[config.mk]
export PLATFORM = sky130hd
export DESIGN_NAME = ultrasonic_ranger
export DESIGN_NICKNAME = d
export VERILOG_FILES = /design/src/rtl/ultrasonic_ranger.sv
export SDC_FILE = /design/constraint.sdc
export NUM_CORES = 1
export LEC_CHECK = 0
export ABC_AREA = 0
export BUFFER_PORTS_ARGS = -buffer_cell sky130_fd_sc_hd__buf_2
export CAP_MARGIN = 20
export CORE_ASPECT_RATIO = 0.7
export CORE_MARGIN = 5
export CORE_UTILIZATION = 41
export CTS_CLUSTER_DIAMETER = 120
export DETAILED_ROUTE_END_ITERATION = 8
export GPL_TIMING_DRIVEN = 0
export PLACE_DENSITY = 0.68
export SYNTH_ARGS = -nofsm -noshare
export SYNTH_HDL_FRONTEND = slang
export SYNTH_SLANG_ARGS = --single-unit
export TNS_END_PERCENT = 10
[constraint.sdc]
create_clock -name clk_clk -period 5.5 [get_ports clk_clk]
set_input_delay 0.55 -clock clk_clk [delete_from_list [all_inputs] [get_ports clk_clk]]
set_output_delay 0.55 -clock clk_clk [all_outputs]
set_load 0.005 [all_outputs]
[src/rtl/ultrasonic_ranger.sv]
// HC-SR04 style ranger: periodic trigger pulse, echo pulse timing, distance in cm.
// 16'hFFFF on distance_export means "no target" (timeout in either wait phase).
module ultrasonic_ranger #(
  parameter int TRIG_CYCLES    = 500,
  parameter int PERIOD_CYCLES  = 3000000,
  parameter int CM_DIV         = 2900,
  parameter int TIMEOUT_CYCLES = 1500000
) (
  input  logic        clk_clk,
  input  logic        reset_reset_n,
  input  logic        enable,
  input  logic        echo_in,
  output logic        trig_out,
  output logic [15:0] distance_export,
  output logic        sample_valid,
  output logic        timeout_flag,
  output logic        busy
);

  localparam int CNT_MAX = (TIMEOUT_CYCLES > TRIG_CYCLES) ? TIMEOUT_CYCLES : TRIG_CYCLES;
  localparam int CW      = $clog2(CNT_MAX + 1);
  localparam int PW      = $clog2(PERIOD_CYCLES);
  localparam int SW      = $clog2(CM_DIV);

  localparam logic [CW-1:0] TRIG_LAST    = CW'(TRIG_CYCLES - 1);
  localparam logic [CW-1:0] TIMEOUT_LAST = CW'(TIMEOUT_CYCLES - 1);
  localparam logic [PW-1:0] PERIOD_LAST  = PW'(PERIOD_CYCLES - 1);
  localparam logic [SW-1:0] SUB_LAST     = SW'(CM_DIV - 1);

  typedef enum logic [2:0] {IDLE, TRIG, WAIT_RISE, MEASURE, DONE} state_t;

  state_t        r_state;
  state_t        w_next;
  logic          r_echo_meta;
  logic          r_echo_s;
  logic          r_echo_prev;
  logic [PW-1:0] r_period;
  logic [CW-1:0] r_cnt;
  logic [SW-1:0] r_sub;
  logic [15:0]   r_cm;
  logic [15:0]   r_distance;
  logic          r_timeout;
  logic          w_rise;
  logic          w_fall;
  logic          w_done;
  logic          w_timed_out;

  assign w_rise = r_echo_s & ~r_echo_prev;
  assign w_fall = ~r_echo_s & r_echo_prev;

  always_ff @(posedge clk_clk or negedge reset_reset_n) begin
    if (!reset_reset_n) begin
      r_echo_meta <= 1'b0;
      r_echo_s    <= 1'b0;
      r_echo_prev <= 1'b0;
    end else begin
      r_echo_meta <= echo_in;
      r_echo_s    <= r_echo_meta;
      r_echo_prev <= r_echo_s;
    end
  end

  always_ff @(posedge clk_clk or negedge reset_reset_n) begin
    if (!reset_reset_n)                r_period <= '0;
    else if (!enable)                  r_period <= '0;
    else if (r_period == PERIOD_LAST)  r_period <= '0;
    else                               r_period <= r_period + PW'(1);
  end

  always_ff @(posedge clk_clk or negedge reset_reset_n) begin
    if (!reset_reset_n) r_state <= IDLE;
    else                r_state <= w_next;
  end

  always_comb begin
    w_next      = r_state;
    w_done      = 1'b0;
    w_timed_out = 1'b0;
    case (r_state)
      IDLE:      if (enable && r_period == '0) w_next = TRIG;
      TRIG:      if (r_cnt == TRIG_LAST) w_next = WAIT_RISE;
      WAIT_RISE: begin
        if (w_rise) begin
          w_next = MEASURE;
        end else if (r_cnt == TIMEOUT_LAST) begin
          w_next      = DONE;
          w_done      = 1'b1;
          w_timed_out = 1'b1;
        end
      end
      MEASURE: begin
        if (w_fall) begin
          w_next = DONE;
          w_done = 1'b1;
        end else if (r_echo_s && r_cnt == TIMEOUT_LAST) begin
          w_next      = DONE;
          w_done      = 1'b1;
          w_timed_out = 1'b1;
        end
      end
      DONE:    w_next = IDLE;
      default: w_next = IDLE;
    endcase
  end

  // The rising-edge cycle already has echo high, so it is counted as the first high cycle.
  always_ff @(posedge clk_clk or negedge reset_reset_n) begin
    if (!reset_reset_n) begin
      r_cnt <= '0;
      r_sub <= '0;
      r_cm  <= '0;
    end else begin
      case (r_state)
        TRIG:      r_cnt <= (r_cnt == TRIG_LAST) ? '0 : r_cnt + CW'(1);
        WAIT_RISE: begin
          if (w_rise) begin
            r_cnt <= CW'(1);
            r_sub <= SW'(1);
            r_cm  <= '0;
          end else begin
            r_cnt <= r_cnt + CW'(1);
          end
        end
        MEASURE: begin
          if (r_echo_s) begin
            r_cnt <= r_cnt + CW'(1);
            if (r_sub == SUB_LAST) begin
              r_sub <= '0;
              if (r_cm != 16'hFFFE) r_cm <= r_cm + 16'd1;
            end else begin
              r_sub <= r_sub + SW'(1);
            end
          end
        end
        default:   r_cnt <= '0;
      endcase
    end
  end

  // Result is loaded on entry to DONE so it is stable while sample_valid is high.
  always_ff @(posedge clk_clk or negedge reset_reset_n) begin
    if (!reset_reset_n) begin
      r_distance <= 16'hFFFF;
      r_timeout  <= 1'b0;
    end else if (w_done) begin
      r_distance <= w_timed_out ? 16'hFFFF : r_cm;
      r_timeout  <= w_timed_out;
    end
  end

  assign trig_out        = (r_state == TRIG);
  assign sample_valid    = (r_state == DONE);
  assign busy            = (r_state != IDLE);
  assign distance_export = r_distance;
  assign timeout_flag    = r_timeout;

endmodule

Word-level counts from Yosys, hierarchy flattened
Index checks and enable logic that the tools add are counted.
Word-level totals
  bits in registers: 94
  bits in latches: 0
  bits in writable memories: 0
  bits in read-only memories: 0
  bits of input ports: 4
  output and inout bits: 20
  logic and storage cells: 74
  memories: 0
Cells by class
  add/sub/neg operators: 4
  multipliers: 0
  divide/modulo/power cells: 0
  magnitude comparators: 0
  equality and inequality tests: 17
  shift operators: 0
  multiplexer cells: 30
  bitwise gates (word level): 4
  reductions and logical operators: 9
Operators by type and width (count)
  $mux W16: 5
  $mux W21: 3
  $pmux W21 S3: 1
  $mux W22: 2
  $mux W12: 3
  $pmux W16 S2: 1
  $pmux W12 S2: 1
  $add A22 B1 Y22 const B: 1
  $eq A22 B22 Y1 const B: 1
  $logic_not A22 Y1: 1
  $add A21 B1 Y21 const B: 1
  $eq A21 B21 Y1 const B: 1
  $eq A21 B9 Y1 const B: 1
  $mux W3: 6
  $add A16 B1 Y16 const B: 1
  $ne A16 B16 Y1 const B: 1
  $add A12 B1 Y12 const B: 1
  $eq A12 B12 Y1 const B: 1
  $pmux W3 S4: 1
  $ne A2 B2 Y1 const B: 5
  $eq A3 B2 Y1 const B: 2
  $ne A3 B3 Y1 const B: 2
  $mux W1: 5
  $reduce_and A5 Y1: 1
  other kinds (12): 16

Depth between registers and ports, before layout
Gate-level depths: netlist of run 1.
  depth after elaboration: 6
  depth in mapped cells: 9
  mapped depth without buffers: 7

Worst setup path after synthesis of run 1
Ideal clock, no wire load.
  path type: reg-to-reg
  start point: register r_sub[0]
  end point: register r_cm[15]
  library setup time: 0.078 ns
  arrival: 2.408 ns
  data required time: 5.422 ns
  slack: 3.014 ns
  cell stages (with the launch flop): 7
  buffers on the path: 0
  path through: dfrtp_1 > ha_1 > or3b_1 > o41a_1 > or4_4 > or4_1 > a21oi_1
Between the ends
  cells in the longest elaborated chain, start to end: 3
RTL lines
  start: declaration: RTL line 39  | logic [SW-1:0] r_sub;
  start signal: assignment: RTL line 131  | r_sub <= r_sub + SW'(1);
  $eq A12 B12 Y1: RTL line 127  | if (r_sub == SUB_LAST) begin
  $ne A2 B2 Y1 (no line)
  $reduce_and A5 Y1 (no line)
  end signal: assignment: RTL line 129  | if (r_cm != 16'hFFFE) r_cm <= r_cm + 16'd1;
  end: declaration: RTL line 40  | logic [15:0] r_cm;
Every way passes these cells.
A chain may end at the register's enable or synchronous reset.

Final worst setup path of run 1
  start point: register r_cnt[0]
  end point: register r_distance[8], in the netlist distance_export[8]
Between the ends
  cells in the longest elaborated chain, start to end: 6
RTL lines
  start: declaration: RTL line 38  | logic [CW-1:0] r_cnt;
  start signal: assignment: RTL line 114  | TRIG: r_cnt <= (r_cnt == TRIG_LAST) ? '0 : r_cnt + CW'(1);
  start signal: assignment: RTL line 121  | r_cnt <= r_cnt + CW'(1);
  start signal: assignment: RTL line 126  | r_cnt <= r_cnt + CW'(1);
  $eq A21 B21 Y1 *: RTL line 85, 95
  $logic_and A1 B1 Y1: RTL line 95  | end else if (r_echo_s && r_cnt == TIMEOUT_LAST) begin
  $mux W1: RTL line 95
  $mux W1: RTL line 92  | if (w_fall) begin
  $pmux W1 S2: RTL line 79  | case (r_state)
  $mux W16: RTL line 146  | r_distance <= w_timed_out ? 16'hFFFF : r_cm;
  end signal: assignment: RTL line 146
  end: declaration: RTL line 41  | logic [15:0] r_distance;
Every way passes the cells marked *; elsewhere a longest branch is shown, timed or not.

==> reports/metrics.yaml, run 1 <==
run_status:
  status: "complete, no violations"
yosys:
  syn-num-nets: 486
  synth_top_area_cell: "dfrtp_1"
  yosys_warnings: 0
  synth_area_leaders: "dfrtp_1 42%, dfstp_2 9.0%, xor2_1 6.4%, nor2_1 5.1%, nand3_1 3.2%"
  ys_types: 54
  synth_edf_count: 0
  yosysSeqAreaShare: 0.507
  syn_area_um2: 4680
  synthArstFlopShare: 1.00
  synth_ff_type: "dfrtp_1"
  synthCells: 476
  yosys_register_bits: 94
  syn_avg_cell_area_um2: 9.83
  synth_top_area_frac: 0.417
finish:
  n_fill_cell: 1055
  seq_area_um2: 2370
  drive_above_1_share: 0.122
  syn2layout_area_growth_pct: 13.7
  multi_input_area_um2: 2210
  instances_no_fill: 670
  fin_nets: 522
  antenna-diode-count: 0
  stdcell_area_um2: 5320
power_and_ir_drop:
  ir_worst_vdd_v: 0.000237
  switching_share: 0.245
  p_leak_nw: 2.30
  p_comb_frac: 0.079
  pwr-share-seq: 0.501
  p_sw_mw: 0.369
  p_clk_frac: 0.420
  power_mw: 1.50
  intPower_mw: 1.13
  powerDensity_nw_per_um2: 282
placed_design:
  dp.cells: 653
  routabilityCongestion: 0.808
  place_hpwl_um: 7140
  port_buffers: 23
  placed_cell_area_um2: 5020
worst_setup_path:
  slowest_delay_ns: 0.64
  crit_type: "reg -> reg"
  r2r_cells: 7
  endpoint: "distance_export[8]$_DFFE_PN1P_"
  rrSetupSlack_ns: 2.64
  cp-end-kind: "register"
  crit_path_start: "r_cnt[0]$_DFFE_PN0P_"
  critPathLaunchType: "register"
  r2r-end: "distance_export[8]$_DFFE_PN1P_"
  cp_max_fo: 10
  reg2reg_from: "r_cnt[0]$_DFFE_PN0P_"
  required_ns: 5.79
  arrival_ns: 3.15
  slowest_stage: "nor4_4"
  critical_path.cell_chain: "ha_1, or4b_1, nor3_2, a21boi_0, nor4_4, buf_2, o22a_1"
clocking:
  postCtsHoldBufs: 0
  cts_buffers: 9
  clock_latency_ns: 0.35
  clk_path_buf_depth: 2
  clk_pin_slew_worst_paths_ns: 0.06
  cts-resized-gates: 0
  tritoncts: "built"
  cts_root_buf: "clkbuf_16"
  cts_setup_buffers: 0
  cts_max_level: 3
  clock-sinks: 94
sta:
  skew_ns: 0.00757
  maxSlewHeadroom: 0.291
  hold_viol: 0
  finalCritPeriodShare: 0.519
  period_minus_slack_ns: 2.86
  setup_viol: 0
  hold_ws_ns: 0.204
  tns_ns: 0
  slew_viol_final: 0
  tightestPinTransition_ns: 1.06
  fmax_mhz: 350
  rsz0062_at_grt: "no"
drt:
  drt_iter0_markers: 286
  drtAntennaViolNets: 0
  via_per_inst: 5.51
  wire_per_inst_um: 14.9
  wirelength_um: 9970
  drcViolationCount: 0
  first_pass_iters: 6
  vias: 3695
global_routing:
  overflow: 0
  grt_max_degree: 50
  antenna_found_initial: 0
  grt_use_total: 0.155
  grt_pass1_vias: 3445
  grt_pass1_wl_um: 17000
die:
  die_h_um: 99.4
  core_area_um2: 11100
  die_area_um2: 13700
  pin_count: 24
  die_w_um: 138
  row_count: 32
  start_util: 0.422
hold_path:
  min_path_type: "in -> async"
flow_run:
  cap_viol_max_count: 0
-- per-layer routing --
| metal | routed length (um) | part of all wire | track usage |
|---|---|---|---|
| met5 | 0 | 0 | 0 |
| met4 | 123 | 0.012 | 0.0532 |
| met3 | 522 | 0.052 | 0.0435 |
| met2 | 4270 | 0.43 | 0.215 |
| met1 | 5050 | 0.51 | 0.232 |
-- placed cells by master (no fill, tap or decap), types with 6 or more instances in the layout --
cell       instances
a21oi_1           13
nand3_1           30
ha_1               6
or3_1             12
inv_1             13
nor4_1            10
or4_1             10
clkbuf_16          9
o22a_1            16
and3_1            12
nand2_1           39
buf_2             24
xnor2_1           13
xor2_1            34
nor3_1            14
o21ai_0           11
clkbuf_1          12
nand4_1           17
dfrtp_1           78
dfstp_2           16
nor2_1            63
-- Yosys cell counts, drive strengths merged (2+ instances only) --
cell,number
a31oi,3
nand4b,4
o21ai,12
nand2b,4
nand3,30
nor4,11
o21a,2
dfstp,16
xnor2,13
dfrtp,78
a21oi,13
nor2,63
or2,3
ha,6
a311o,2
inv,13
nand2,39
and2,4
nand3b,2
clkbuf,11
nor2b,3
and3,12
o22a,16
xor2,34
o31ai,4
and4,3
nand4,17
or4,11
nor3,15
or3,12
-- area by class of cell --
class,count,area share
inverters,13,0.00917
flip-flops and latches,94,0.446
repair buffers,25,0.0282
clock inverters,5,0.0110
well taps,153,0.0360
plain buffers,12,0.00870
clock buffers,11,0.0456
multi-input cells,357,0.416
-- power by group through the flow --
stage | clock network [mW] | logic (mW) | registers [mW]
2_1_floorplan | 0 | 0.0811 | 0.757
3_3_place_gp | 0 | 0.109 | 0.765
3_5_place_dp | 0 | 0.116 | 0.765
4_1_cts | 0.647 | 0.118 | 0.752
5_1_grt | 0.678 | 0.137 | 0.757
6_report | 0.632 | 0.118 | 0.753
-- flip-flops by register name (all words and copies together), names as in the netlist --
name and cells:
r_period 22, timeout_flag 1, r_echo_prev 1, r_state 3
r_echo_meta 1, r_cnt 21, r_echo_s 1, r_sub 12
distance_export 16, r_cm 16
-- how the worst min path moves through the flow --
stage / to / slack [ns] / cells past startpoint
2_1_floorplan: r_cm[0]$_DFFE_PN0P_ / 0.25 / 0
3_3_place_gp: r_echo_s$_DFF_PN0_ / 0.34 / 0
3_5_place_dp: r_echo_s$_DFF_PN0_ / 0.35 / 0
4_1_cts: r_cm[8]$_DFFE_PN0P_ / 0.23 / 1
5_1_grt: r_cm[6]$_DFFE_PN0P_ / 0.26 / 1
6_report: r_cm[8]$_DFFE_PN0P_ / 0.20 / 1
-- stage by stage --
stage	util	setup WS, ns
after detailed placement	0.452	2.71
after floorplan	-	3.01
final	0.480	2.64
after CTS	0.480	2.67
after global routing	0.480	2.41
after global placement	0.450	2.74
-- critical path: cells and delay by family (launching register included) --
kind,cells,cell delay (ns)
AND/OR/NAND/NOR,3,1.42
AO/OA/AOI/OAI,2,0.43
flip-flops,1,0.40
buffers and inverters,1,0.35
adder cells (fa/ha/maj),1,0.20
-- logic make-up after synthesis --
group	Yosys count	share of synthesized area
AND/OR/NAND/NOR	240	0.271
flip-flops	94	0.507
AO/OA/AOI/OAI	63	0.0954
XOR/XNOR	47	0.0879
buffers and inverters	25	0.0203
adder cells (fa/ha/maj)	6	0.0160
multiplexers	1	0.00214
Note: power is estimated with default switching activity, not from simulation.
==> run 2: changes to the inputs <==
Settings changed: PLACE_DENSITY 0.68 to 0.7.
Clock period 5.5 ns to 2.4 ns, I/O delays scaled along.
==> reports/metrics.yaml, run 2 (same netlist as run 1, synthesis figures left out) <==
run_status:
  status: "complete, but fails checks"
  violations: "negative setup slack"
clocking:
  clock_latency_ns: 0.34
  cts_buffers: 9
  clk_path_buf_depth: 2
  clk_pin_slew_worst_paths_ns: 0.07
  cts_root_buf: "clkbuf_16"
  clock-sinks: 94
  cts_max_level: 3
  tritoncts: "built"
finish:
  largest_reg_flops: 22
  layout_common_cells: "77 x dfrtp_1, 63 x nor2_1, 39 x nand2_1, 34 x xor2_1, 30 x nand3_1"
  syn2layout_area_growth_pct: 17.6
  drive_above_1_share: 0.167
  antenna-diode-count: 0
  n_fill_cell: 1051
  largest_registers: "r_period x22, r_cnt x21"
  fin_nets: 527
  max_flop_register: "r_period"
  instances_no_fill: 675
  final_common_cell: "dfrtp_1"
sta:
  hold_ws_ns: 0.188
  skew_ns: 0.00731
  hold_viol: 0
  maxSlewHeadroom: 0.366
  rsz0062_at_grt: "yes"
  setup_viol: 11
  tns_ns: -0.635
  period_minus_slack_ns: 2.55
  tightestPinTransition_ns: 0.943
  fmax_mhz: 392
  setup_ws_ns: -0.152
  finalCritPeriodShare: 1.06
  slew_viol_final: 0
flow_run:
  cap_viol_max_count: 0
drt:
  via_per_inst: 5.61
  drcViolationCount: 0
  wire_per_inst_um: 15.4
  drtAntennaViolNets: 0
  first_pass_iters: 5
  drt_iter0_markers: 257
  wirelength_um: 10400
  vias: 3786
power_and_ir_drop:
  power_mw: 3.44
  p_leak_nw: 2.38
  powerDensity_nw_per_um2: 625
  ir_worst_vdd_v: 0.000378
placed_design:
  port_buffers: 23
  place_hpwl_um: 7180
  dp.cells: 653
  routabilityCongestion: 0.842
  dpl_worst_slack_ns: -0.402
global_routing:
  grt_pass1_vias: 3717
  grt_use_total: 0.159
  antenna_found_initial: 0
  grt_max_degree: 63
  overflow: 0
  grt_pass1_wl_um: 17700
die:
  start_util: 0.422
  pin_count: 24
  row_count: 32
  die_w_um: 138
  die_area_um2: 13700
  die_h_um: 99.4
  core_area_um2: 11100
hold_path:
  hold_depth: 2
  min_path_type: "in -> reg"
worst_setup_path:
  r2r_cells: 6
  required_ns: 2.67
  critPathLaunchType: "register"
  arrival_ns: 2.82
  cp-end-kind: "register"
  crit_type: "reg -> reg"
  cp_max_fo: 6
## run 2: cell count changes in the layout (fill, tap and decap cells not counted), sizes merged
cell,previous run,this run
buf,26,31
clkbuf,22,19
clkinvlp,2,0
dlygate4sd3,0,2
inv,13,15
clkinv,2,3
## run 2: area by class of cell
type,instances,area (um^2),share of cell area
plain buffers,12,81.3,0.0148
flip-flops and latches,94,2370,0.431
clock buffers,10,229,0.0416
repair buffers,30,199,0.0361
inverters,13,48.8,0.00886
well taps,153,191,0.0348
clock inverters,6,70.1,0.0127
multi-input cells,357,2310,0.420
## run 2: through the flow
stage / util / instance area (um^2)
floorplan: - / 4680
global placement: 0.450 / 4990
detailed placement: 0.453 / 5020
CTS: 0.488 / 5410
global route: 0.496 / 5510
finish: 0.496 / 5510
## run 2: power breakdown
part | switching [mW] | leakage [nW] | internal [mW] | total, mW
combinational | 0.166 | 1.01 | 0.123 | 0.289
sequential | 0.0781 | 1.23 | 1.65 | 1.73
clock | 0.607 | 0.147 | 0.817 | 1.42
total | 0.851 | 2.38 | 2.59 | 3.44
## run 2: repair_timing
item | CTS | global route
pin swaps | 9 | 7
hold endpoints to repair | 20 | 0
resized for setup | 19 | 20
endpoints found under the setup margin | 45 | 63
setup buffers | 1 | 3
hold buffers | 2 | 0
## run 2: worst max-delay path, cell delays in order (launching register included)
cell	delay [ns]
dfrtp_1	0.39
ha_2	0.20
or3b_4	0.39
o41a_1	0.47
or4_4	0.46
or4_4	0.43
a21oi_2	0.14
## run 2: final timing paths
check / slack [ns] / startpoint / endpoint
min in group asynchronous: 0.38 / reset_reset_n / r_period[18]$_DFF_PN0_
max in group asynchronous: 1.34 / reset_reset_n / distance_export[10]$_DFFE_PN1P_
worst min register to register: 0.36 / r_echo_meta$_DFF_PN0_ / r_echo_s$_DFF_PN0_
worst max-delay path: -0.15 / r_sub[1]$_DFFE_PN0P_ / r_cm[15]$_DFFE_PN0P_
worst min-delay path: 0.19 / enable / r_period[1]$_DFF_PN0_
worst max register to register: -0.15 / r_sub[1]$_DFFE_PN0P_ / r_cm[15]$_DFFE_PN0P_
## run 2: layer usage
layer,share of wire,GRT usage
met1,0.49,0.230
met2,0.44,0.235
met4,0.014,0.0524
met3,0.058,0.0374
met5,0,0
==> run 3: changes to the inputs <==
--- a/config.mk
+++ b/config.mk
@@ -16,3 +16,2 @@
 export GPL_TIMING_DRIVEN = 0
-export PLACE_DENSITY = 0.7
 export SYNTH_ARGS = -nofsm -noshare
==> constraint.sdc (replaced) <==
create_clock -name clk_clk -period 2.4 [get_ports clk_clk]
set_input_delay 0.48 -clock clk_clk [delete_from_list [all_inputs] [get_ports clk_clk]]
set_output_delay 0.48 -clock clk_clk [all_outputs]
set_load 0.005 [all_outputs]
==> reports/metrics.yaml, run 3 (same netlist as run 1, synthesis figures left out) <==
run_status:
  status: "complete, but fails checks"
  violations: "negative setup slack"
die:
  row_count: 32
  pin_count: 24
  start_util: 0.422
  die_area_um2: 13700
  die_h_um: 99.4
  die_w_um: 138
  core_area_um2: 11100
drt:
  via_per_inst: 5.52
  drcViolationCount: 0
  wire_per_inst_um: 15.3
  vias: 3745
  drtAntennaViolNets: 0
  drt_iter0_markers: 228
  wirelength_um: 10400
  first_pass_iters: 5
clocking:
  cts_root_buf: "clkbuf_16"
  clock_latency_ns: 0.34
  postCtsHoldBufs: 0
  clk_path_buf_depth: 2
  cts_buffers: 9
  cts_max_level: 3
  clk_pin_slew_worst_paths_ns: 0.07
  tritoncts: "built"
  clock-sinks: 94
sta:
  finalCritPeriodShare: 1.04
  skew_ns: 0.00738
  maxSlewHeadroom: 0.421
  setup_viol: 4
  setup_ws_ns: -0.0952
  tightestPinTransition_ns: 0.861
  period_minus_slack_ns: 2.50
  slew_viol_final: 0
  rsz0062_at_grt: "yes"
  fmax_mhz: 401
  hold_viol: 0
global_routing:
  grt_use_total: 0.160
  antenna_found_initial: 0
  grt_max_degree: 50
  grt_pass1_vias: 3499
  overflow: 0
  grt_pass1_wl_um: 17600
finish:
  largest_registers: "r_period x22, r_cnt x21"
  final_common_cell: "dfrtp_1"
  antenna-diode-count: 0
  layout_common_cells: "78 x dfrtp_1, 63 x nor2_1, 39 x nand2_1, 34 x xor2_1, 30 x nand3_1"
  largest_reg_flops: 22
  fin_util: 0.502
  n_fill_cell: 1034
  fin_nets: 531
  syn2layout_area_growth_pct: 18.9
  max_flop_register: "r_period"
  drive_above_1_share: 0.177
  instances_no_fill: 679
placed_design:
  routabilityCongestion: 0.843
  dp.cells: 653
  port_buffers: 23
  place_hpwl_um: 7190
worst_setup_path:
  required_ns: 2.66
  reg2reg_from: "r_sub[0]$_DFFE_PN0P_"
  arrival_ns: 2.76
  crit_type: "reg -> reg"
  rrSetupSlack_ns: -0.1
  cp_max_fo: 6
  crit_path_start: "r_sub[0]$_DFFE_PN0P_"
  critPathLaunchType: "register"
  cp-end-kind: "register"
flow_run:
  cap_viol_max_count: 0
hold_path:
  min_path_type: "in -> async"
power_and_ir_drop:
  p_leak_nw: 2.40
  ir_worst_vdd_v: 0.000395
  powerDensity_nw_per_um2: 653
[run 3: cell count changes in the layout (fill, tap and decap cells not counted), moves of 2 or more]
cell and delta:
o21ai_0 +2, buf_4 +5, nor4_2 +2, clkinv_4 -2, dlygate4sd3_1 -2
[run 3: power breakdown]
| group | leakage, nW | total [mW] | switching [mW] | internal, mW |
|---|---|---|---|---|
| Sequential | 1.23 | 1.74 | 0.0853 | 1.65 |
| Combinational | 1.01 | 0.327 | 0.175 | 0.152 |
| Clock | 0.164 | 1.57 | 0.618 | 0.951 |
[run 3: path summary, 6_finish.rpt]
kind                       cells past startpoint                               to
setup / recovery                               6             r_cm[15]$_DFFE_PN0P_
min in group clk_clk                           1            r_echo_meta$_DFF_PN0_
setup reg to reg                               6             r_cm[15]$_DFFE_PN0P_
max in group asynchronous                      2  distance_export[12]$_DFFE_PN1P_
hold reg to reg                                0               r_echo_s$_DFF_PN0_
hold / removal                                 1         timeout_flag$_DFFE_PN0P_
[run 3: timing repair]
action / in CTS / in global routing
setup buffers: 1 / 8
gates resized for setup: 14 / 26
hold endpoints to repair: 0 / 0
pin swaps: 12 / 7
setup endpoints to repair: 46 / 72
gates cloned: 0 / 1
[run 3: area by class of cell]
type / instances / area (um^2) / area share
clock inverter: 6 / 91.3 / 0.0164
inverter: 13 / 48.8 / 0.00877
multi-input combinational: 357 / 2320 / 0.416
timing repair buffer: 34 / 224 / 0.0403
buffer: 12 / 81.3 / 0.0146
clock buffer: 10 / 239 / 0.0430
sequential: 94 / 2370 / 0.426
tap: 153 / 191 / 0.0344
[run 3: metal layers]
metal / track usage / share of wire / vias up
li1: - / - / 1811
met1: 0.245 / 0.51 / 1839
met2: 0.222 / 0.43 / 82
met3: 0.0415 / 0.052 / 13
met4: 0.0410 / 0.011 / 0
met5: 0 / 0 / -
[run 3: critical path: stages (launching register included)]
cell and delay, ns:
dfrtp_1 0.41, ha_2 0.21, or3b_4 0.38, o41a_1 0.40
or4_4 0.46, or4_1 0.41, a21oi_1 0.15
[run 3: metrics by stage]
step / TNS (ns) / hold WS [ns] / area [um^2] / total power, mW / setup WS (ns)
floorplan: 0 / 0.184 / 4680 / 1.92 / 0.0639
global placement: -12.09 / 0.334 / 4990 / 2.01 / -0.378
detailed placement: -10.31 / 0.337 / 5020 / 2.03 / -0.409
CTS: -1.92 / 0.161 / 5410 / 3.62 / -0.181
global route: -2.10 / 0.191 / 5560 / 3.80 / -0.172
finish: -0.207 / 0.139 / 5560 / 3.63 / -0.0952
